`config.mk`:
```
export PLATFORM = sky130hd
export DESIGN_NAME = div_unit
export DESIGN_NICKNAME = d
export VERILOG_FILES = /design/src/rtl/div_unit.sv
export SDC_FILE = /design/constraint.sdc
export NUM_CORES = 1
export LEC_CHECK = 0
export BUFFER_PORTS_ARGS = -buffer_cell sky130_fd_sc_hd__buf_2
export CAP_MARGIN = 10
export CELL_PAD_IN_SITES_DETAIL_PLACEMENT = 0
export CELL_PAD_IN_SITES_GLOBAL_PLACEMENT = 1
export CORE_MARGIN = 1
export CORE_UTILIZATION = 45
export DETAILED_ROUTE_END_ITERATION = 8
export PLACE_DENSITY = 0.9
export SYNTH_ARGS = -nofsm -noshare
export SYNTH_HDL_FRONTEND = slang
export SYNTH_SLANG_ARGS = --single-unit
export TNS_END_PERCENT = 30
```
`constraint.sdc`:
```
create_clock -name clk -period 6.3 [get_ports clk]
set_clock_uncertainty 0.05 [all_clocks]
set_input_delay 1.89 -clock clk [delete_from_list [all_inputs] [get_ports clk]]
set_output_delay 1.89 -clock clk [all_outputs]
set_load 0.05 [all_outputs]
```
`src/rtl/div_unit.sv`:
```
// Multi-cycle restoring integer divider for the EX stage: one quotient bit per cycle,
// result {remainder, quotient} feeds HI/LO, and stall_div holds the front end while busy.
module div_unit #(
    parameter int WIDTH = 32
) (
    input  logic                 clk,
    input  logic                 rst,
    input  logic                 div_valid,
    input  logic                 signed_div,
    input  logic [WIDTH-1:0]     opdata1,
    input  logic [WIDTH-1:0]     opdata2,
    input  logic                 annul,
    input  logic                 hold,
    output logic [2*WIDTH-1:0]   result,
    output logic                 ready,
    output logic                 stall_div
);

    localparam int               CNT_W     = $clog2(WIDTH);
    localparam logic [CNT_W-1:0] LAST_STEP = CNT_W'(WIDTH - 1);

    typedef enum logic [1:0] {
        IDLE = 2'd0,
        ZERO = 2'd1,
        ON   = 2'd2,
        DONE = 2'd3
    } state_t;

    state_t                r_state;
    state_t                w_state_nxt;

    logic                  r_neg_a;
    logic                  r_neg_b;
    logic [WIDTH-1:0]      r_divisor;
    logic [2*WIDTH:0]      r_work;
    logic [CNT_W-1:0]      r_cnt;
    logic [2*WIDTH-1:0]    r_result;

    logic signed [WIDTH-1:0] w_dvd_s;
    logic signed [WIDTH-1:0] w_dvs_s;
    logic                  w_neg_a;
    logic                  w_neg_b;
    logic                  w_accept;
    logic                  w_b_zero;
    logic                  w_last;
    logic [WIDTH-1:0]      w_abs_a;
    logic [WIDTH-1:0]      w_abs_b;
    logic [2*WIDTH:0]      w_shift;
    logic [WIDTH+1:0]      w_sub;
    logic [2*WIDTH:0]      w_work_nxt;

    function automatic logic [WIDTH-1:0] apply_sign(input logic [WIDTH-1:0] mag,
                                                    input logic             neg);
        return neg ? -mag : mag;
    endfunction

    assign w_dvd_s  = opdata1;
    assign w_dvs_s  = opdata2;
    assign w_neg_a  = signed_div && (w_dvd_s < 0);
    assign w_neg_b  = signed_div && (w_dvs_s < 0);
    assign w_abs_a  = apply_sign(opdata1, w_neg_a);
    assign w_abs_b  = apply_sign(opdata2, w_neg_b);
    assign w_b_zero = (opdata2 == '0);
    assign w_accept = (r_state == IDLE) && div_valid && !annul;
    assign w_last   = (r_cnt == LAST_STEP);

    // Restoring step: the upper WIDTH+1 bits hold the partial remainder, a borrow means "keep"
    assign w_shift    = r_work << 1;
    assign w_sub      = {1'b0, w_shift[2*WIDTH:WIDTH]} - {2'b00, r_divisor};
    assign w_work_nxt = w_sub[WIDTH+1] ? w_shift
                                       : {w_sub[WIDTH:0], w_shift[WIDTH-1:1], 1'b1};

    always_comb begin
        w_state_nxt = r_state;
        case (r_state)
            IDLE: if (w_accept) w_state_nxt = w_b_zero ? ZERO : ON;
            ON: begin
                if (annul)       w_state_nxt = IDLE;
                else if (w_last) w_state_nxt = DONE;
            end
            ZERO: w_state_nxt = annul ? IDLE : DONE;
            DONE: if (annul || !hold) w_state_nxt = IDLE;
            default: w_state_nxt = IDLE;
        endcase
    end

    always_ff @(posedge clk) begin
        if (rst) r_state <= IDLE;
        else     r_state <= w_state_nxt;
    end

    always_ff @(posedge clk) begin
        if (rst) begin
            r_cnt    <= '0;
            r_result <= '0;
        end else begin
            if (w_accept) begin
                r_cnt <= '0;
            end else if (r_state == ON && !annul) begin
                r_cnt <= r_cnt + CNT_W'(1);
            end
            // Divide-by-zero restores the dividend as given by undoing the magnitude fold
            if (r_state == ON && !annul && w_last) begin
                r_result <= {apply_sign(w_work_nxt[2*WIDTH-1:WIDTH], r_neg_a),
                             apply_sign(w_work_nxt[WIDTH-1:0], r_neg_a ^ r_neg_b)};
            end else if (r_state == ZERO && !annul) begin
                r_result <= {apply_sign(r_work[WIDTH-1:0], r_neg_a), {WIDTH{1'b1}}};
            end
        end
    end

    always_ff @(posedge clk) begin
        if (w_accept) begin
            r_neg_a   <= w_neg_a;
            r_neg_b   <= w_neg_b;
            r_divisor <= w_abs_b;
            r_work    <= {{(WIDTH+1){1'b0}}, w_abs_a};
        end else if (r_state == ON) begin
            r_work    <= w_work_nxt;
        end
    end

    assign result    = r_result;
    assign ready     = (r_state == DONE);
    assign stall_div = w_accept || (r_state == ON) || (r_state == ZERO);

endmodule

```
======== Word-level counts from Yosys, hierarchy flattened ========
Cells that the tools add are included.
storage, ports and cells
  flip-flop bits (word level) ............. 169
  latch bits .............................. 0
  bits in writable memories ............... 0
  bits in read-only memories .............. 0
  bits of input ports ..................... 70
  output and inout bits ................... 66
  memories ................................ 0
cells by class
  add/sub/neg operators ................... 7
  $mul .................................... 0
  divide/modulo/power cells ............... 0
  magnitude comparators ................... 2
  equal/unequal tests ..................... 7
  shifts and indexed selects .............. 0
  muxes and demuxes ....................... 17
  bitwise gates (word level) .............. 1
  reduce and logical (&&, ||, !) cells .... 18
operators by type and width
  kind                 count
  $mux 32              7
  $mux 64              3
  $neg 32->32          5
  $lt 32x1->1 const B  2
  $sub 33x32->34       1
  $logic_not 32->1     1
  $mux 2               6
  $pmux 2 s4           1
  $logic_and 1x1->1    7
  $add 5x1->5 const B  1
  $eq 5x5->1 const B   1
  $eq 2x2->1 const B   2
  $reduce_bool 2->1    2
  $logic_or 1x1->1     3
  $ne 3x3->1 const B   1
  $reduce_and 3->1     1
  $eq 2x1->1 const B   1
  $logic_not 1->1      2
  $logic_not 2->1      1
  $ne 2x1->1 const B   1
  $ne 2x2->1 const B   1
  $reduce_or 2->1      1
  $xor 1x1->1          1

======== Depth between registers and ports, before layout ========
  depth after elaboration ................. 5
  depth in mapped cells ................... 22
  depth with buffers taken out ............ 18

======== Worst setup path before layout ========
OpenSTA, ideal clock, no wires.
  path kind ............................... input to output
  start point ............................. input annul
  end point ............................... output stall_div
  arrival ................................. 2.979 ns
  path slack .............................. 1.381 ns
  stages .................................. 5
  path buffers ............................ 1
  path through ............................ nand2b_1 > or2_2 > clkbuf_1 > inv_1 > or3_1
between the ends
  word-level cells in the longest chain between the ends .. 4
RTL lines
  item                            RTL line  text
  start, declared                 12        input logic annul,
  $logic_not 1->1                 64        assign w_accept = (r_state == IDLE) && div_valid && !annul;
  $logic_and 1x1->1               64
  $logic_or 1x1->1 (2 in series)  125       assign stall_div = w_accept || (r_state == ON) || (r_state == ZERO);
  end, declared                   16        output logic stall_div
No other way between the ends.

======== Final worst setup path ========
  start point ............................. register r_divisor[27]
  end point ............................... register r_result[60] (netlist: result[60])
between the ends
  word-level cells in the longest chain between the ends .. 5
RTL lines
  item                    RTL line  text
  start, declared         34        logic [WIDTH-1:0] r_divisor;
  start signal, assigned  116       r_divisor <= w_abs_b;
  $sub 33x32->34 *        69        assign w_sub = {1'b0, w_shift[2*WIDTH:WIDTH]} - {2'b00, r_divisor};
  $mux 64 *               70        assign w_work_nxt = w_sub[WIDTH+1] ? w_shift
  $neg 32->32             54        return neg ? -mag : mag;
  $mux 32 *               54
  $mux 64 *               103       if (r_state == ON && !annul && w_last) begin
  end signal, assigned    104       r_result <= {apply_sign(w_work_nxt[2*WIDTH-1:WIDTH], r_neg_a),
  end signal, assigned    107       r_result <= {apply_sign(r_work[WIDTH-1:0], r_neg_a), {WIDTH{1'b1}}};
  end, declared           37        logic [2*WIDTH-1:0] r_result;
Every way passes the cells marked *; elsewhere a longest branch is shown, timed or not.
A chain may end at the register's enable or synchronous reset.

==> metrics.md <==
| Metric | Value |
|---|---|
| Status | finished clean |
| Crit path cell chain | inv_1 > ha_1 > nand4_1 > nor4_4 > nand2_1 > o221a_1 > nand2_4 > mux2i_1 > ha_1 > nand4_1 > nor4b_1 > mux2i_1 > a21oi_2 > nand3_2 > o41ai_2 > xnor2_1 > o22ai_1 |
| CP Max Fanout | 31 |
| Psw | 3.85 mW |
| Final Setup Violations | 0 |
| Vias/cell | 5.84 |
| Met2 WL | 16300 um |
| Sequential-to-total area share from yosys stat | 0.328 |
| GR Util All Layers | 0.250 |
| Pin count of the biggest net entering global routing | 75 |
| Startpoint types | register |
| Top Metal Used | met4 |
| Sequential power share | 0.268 |
| WS Path Type | register to register |
| RR Endpoint | result[60] |
| Worst min-delay path class | register to register |
| Antenna violations before repair | 0 |
| Clk_lat worst skew | 0.45 ns |
| Remaining global-route overflow | 0 |
| Cells on worst reg2reg path | 17 |
| Minimum clock period | 4.91 ns |
| Area Overhead vs Synth | 11.8% |
| I/O pin total | 136 |
| Top FF cell, synth | dfxtp_1 |
| Critical path's slowest cell | nor4_4 |
| GP Congestion | 0.919 |
| Post-route insts no fill | 1930 |
| Worst setup margin | 1.39 ns |
| Total CTS buffers | 17 |
| PortBufs | 135 |
| P_leak | 5.48 nW |
| Hold path endpoint | r_work[63] |
| Endpoint class of the critical path | register |
| Period utilization | 0.780 |
| Highest clock rate | 203 MHz |
| Reg-to-reg slack, setup | 1.39 ns |
| CTS HTree Levels | 4 |
| CP Data Arrival Time | 5.17 ns |
| Clock slew at reported path FFs | 0.08 ns |
| Total of max-cap violations | 0 |
| Asr flop ratio synth | 0 |
| Slew Limit Headroom | 0.378 |
| Synth Cell Area | 12300 um^2 |
| PostCTS Resize Cnt | 0 |
| Cells after DPL | 1898 |
| RR Startpoint | r_divisor[27] |
| Worst vdd ir | 355 uV |
| CTS tree | yes |
| EDFF count, synth | 66 |
| Library cells used by synthesis | 98 |
| Most frequent cells in the layout | 167 x nor2_1, 142 x nand2_1, 135 x buf_2 |
| Rows | 60 |
| Synth Instances | 1505 |
| DRC Markers | 0 |
| Post-DP HPWL | 26500 um |
| Min-delay src | r_work[63] |
| Global-route wire length before repair | 56000 um |
| YS warnings | 0 |
| Final WL | 35100 um |
| Pint | 3.68 mW |
| First DRT Iteration DRCs | 821 |
| Vias in the first global route | 10469 |
| Leading cell type in the layout, fill and taps excluded | nor2_1 |
| Vias | 11280 |
| Worst slew pin tran | 0.933 ns |
| Sw Share | 0.512 |
| Drt first pass iters | 5 |
| Clk sink count | 169 |
| PD cells | 547 nW/um^2 |
| Final Net Count | 1691 |
| Power Total | 7.53 mW |
| Clock network fraction of total power | 0.148 |
| Utilization after layout | 0.511 |
| Unrepaired setup endpoints after global routing | no |
| Placeable core area | 27000 um^2 |
| Fin Setup TNS | 0 ns |
| Slew Limit Fails | 0 |
| WP data required | 6.56 ns |
| Met3 Wirelength | 1700 um |
| Initial core utilization | 0.458 |
| Die Ht | 168 um |
| M1 wire length | 16500 um |
| Worst path max stage delay | 0.46 ns |
| Comb power frac | 0.584 |
| Share of cells above drive strength 1 | 0.148 |
| Die Wd | 168 um |
| Flops & latches, synth | 169 |
| Total setup buffers inserted after CTS | 0 |
| Hold buffer count at CTS | 0 |
| Ant. Diodes | 0 |
| Final Hold Vio Count | 0 |
| Worst hold path stage count | 2 |
| Synthesized area per cell | 8.19 um^2 |
| Dpl ws | 1.31 ns |
| Drt wl/cell | 18.2 um |
| Net Count, Synth | 1620 |
| Antenna Nets Post-Route | 0 |
| Root Buffer | clkbuf_16 |
| CTS max path bufs | 2 |
| Die Area | 28100 um^2 |
[worst max-delay path, delay by kind of cell (launching register included)]
| family | cells | cell delay (ns) |
|---|---|---|
| multiplexers | 2 | 0.52 |
| XOR/XNOR | 1 | 0.18 |
| buffers and inverters | 1 | 0.04 |
| AND/OR/NAND/NOR | 7 | 1.78 |
| flip-flops | 1 | 0.32 |
| AO/OA/AOI/OAI | 4 | 1.11 |
| adder cells (fa/ha/maj) | 2 | 0.74 |
[metrics by stage]
stage / area (um^2) / hold WS, ns
5_1_grt: 13800 / 0.505
3_3_place_gp: 13200 / 0.452
3_5_place_dp: 13200 / 0.462
4_1_cts: 13800 / 0.472
6_report: 13800 / 0.471
2_1_floorplan: 12300 / 0.426
[cell families after synthesis]
group	count (synthesis)	share of synthesized area
AND/OR/NAND/NOR	527	0.206
flip-flops	169	0.328
buffers and inverters	161	0.0515
XOR/XNOR	173	0.123
adder cells (fa/ha/maj)	45	0.0463
AO/OA/AOI/OAI	402	0.222
multiplexers	28	0.0231
[power groups by stage]
stage / clock network, mW / logic [mW] / registers [mW]
after floorplan: 0 / 3.27 / 2.04
after global placement: 0 / 4.31 / 2.02
after detailed placement: 0 / 4.35 / 2.03
after CTS: 1.12 / 4.38 / 2.00
after global routing: 1.16 / 4.83 / 2.06
final: 1.11 / 4.40 / 2.02
[per-layer routing]
metal / track usage / up-vias
met5: 0 / -
met2: 0.405 / 298
met1: 0.348 / 5355
li1: - / 5584
met3: 0.0369 / 43
met4: 0.0666 / 0
[cell type report]
class | instances | area [um^2]
clock buffer | 17 | 425
clock inverter | 15 | 189
fill | 2579 | 13200
inverter | 61 | 229
multi-input combinational | 1175 | 7660
sequential | 169 | 4040
tap | 341 | 427
timing repair buffer | 152 | 803
[cell usage after synthesis, types with 13 or more instances]
| master | number | area (um^2) |
|---|---|---|
| nor2_1 | 167 | 627 |
| nand2_1 | 142 | 533 |
| dfxtp_1 | 103 | 2060 |
| a21oi_1 | 95 | 475 |
| xor2_1 | 95 | 832 |
| o21ai_0 | 92 | 460 |
| xnor2_1 | 77 | 674 |
| clkbuf_1 | 75 | 282 |
| a211oi_1 | 73 | 548 |
| nor3_1 | 73 | 365 |
| edfxtp_1 | 66 | 1980 |
| inv_1 | 59 | 221 |
| ha_1 | 44 | 551 |
| mux2i_1 | 26 | 260 |
| o31ai_1 | 20 | 150 |
| nor4_1 | 19 | 119 |
| nand4_1 | 17 | 106 |
| o211ai_1 | 15 | 113 |
| nand3_1 | 14 | 70.1 |
| or3_1 | 14 | 87.6 |
| nand2b_1 | 13 | 81.3 |
| o41ai_1 | 13 | 114 |
[state kept, by name (all words and copies together), names as in the netlist]
register and cells:
r_cnt 5, r_divisor 32, r_neg_a 1, r_neg_b 1, r_state 2, r_work 64, result 64
[worst max path at each step]
stage	from	to	slack, ns	cells past startpoint
global route	r_work[33]	result[60]	1.04	16
detailed placement	opdata1[4]	r_work[29]	1.31	11
floorplan	annul	stall_div	1.38	5
global placement	opdata1[4]	r_work[29]	1.43	11
finish	r_divisor[27]	result[60]	1.39	17
CTS	r_work[33]	result[60]	1.46	16
Note: power is estimated with default switching activity, not from simulation.
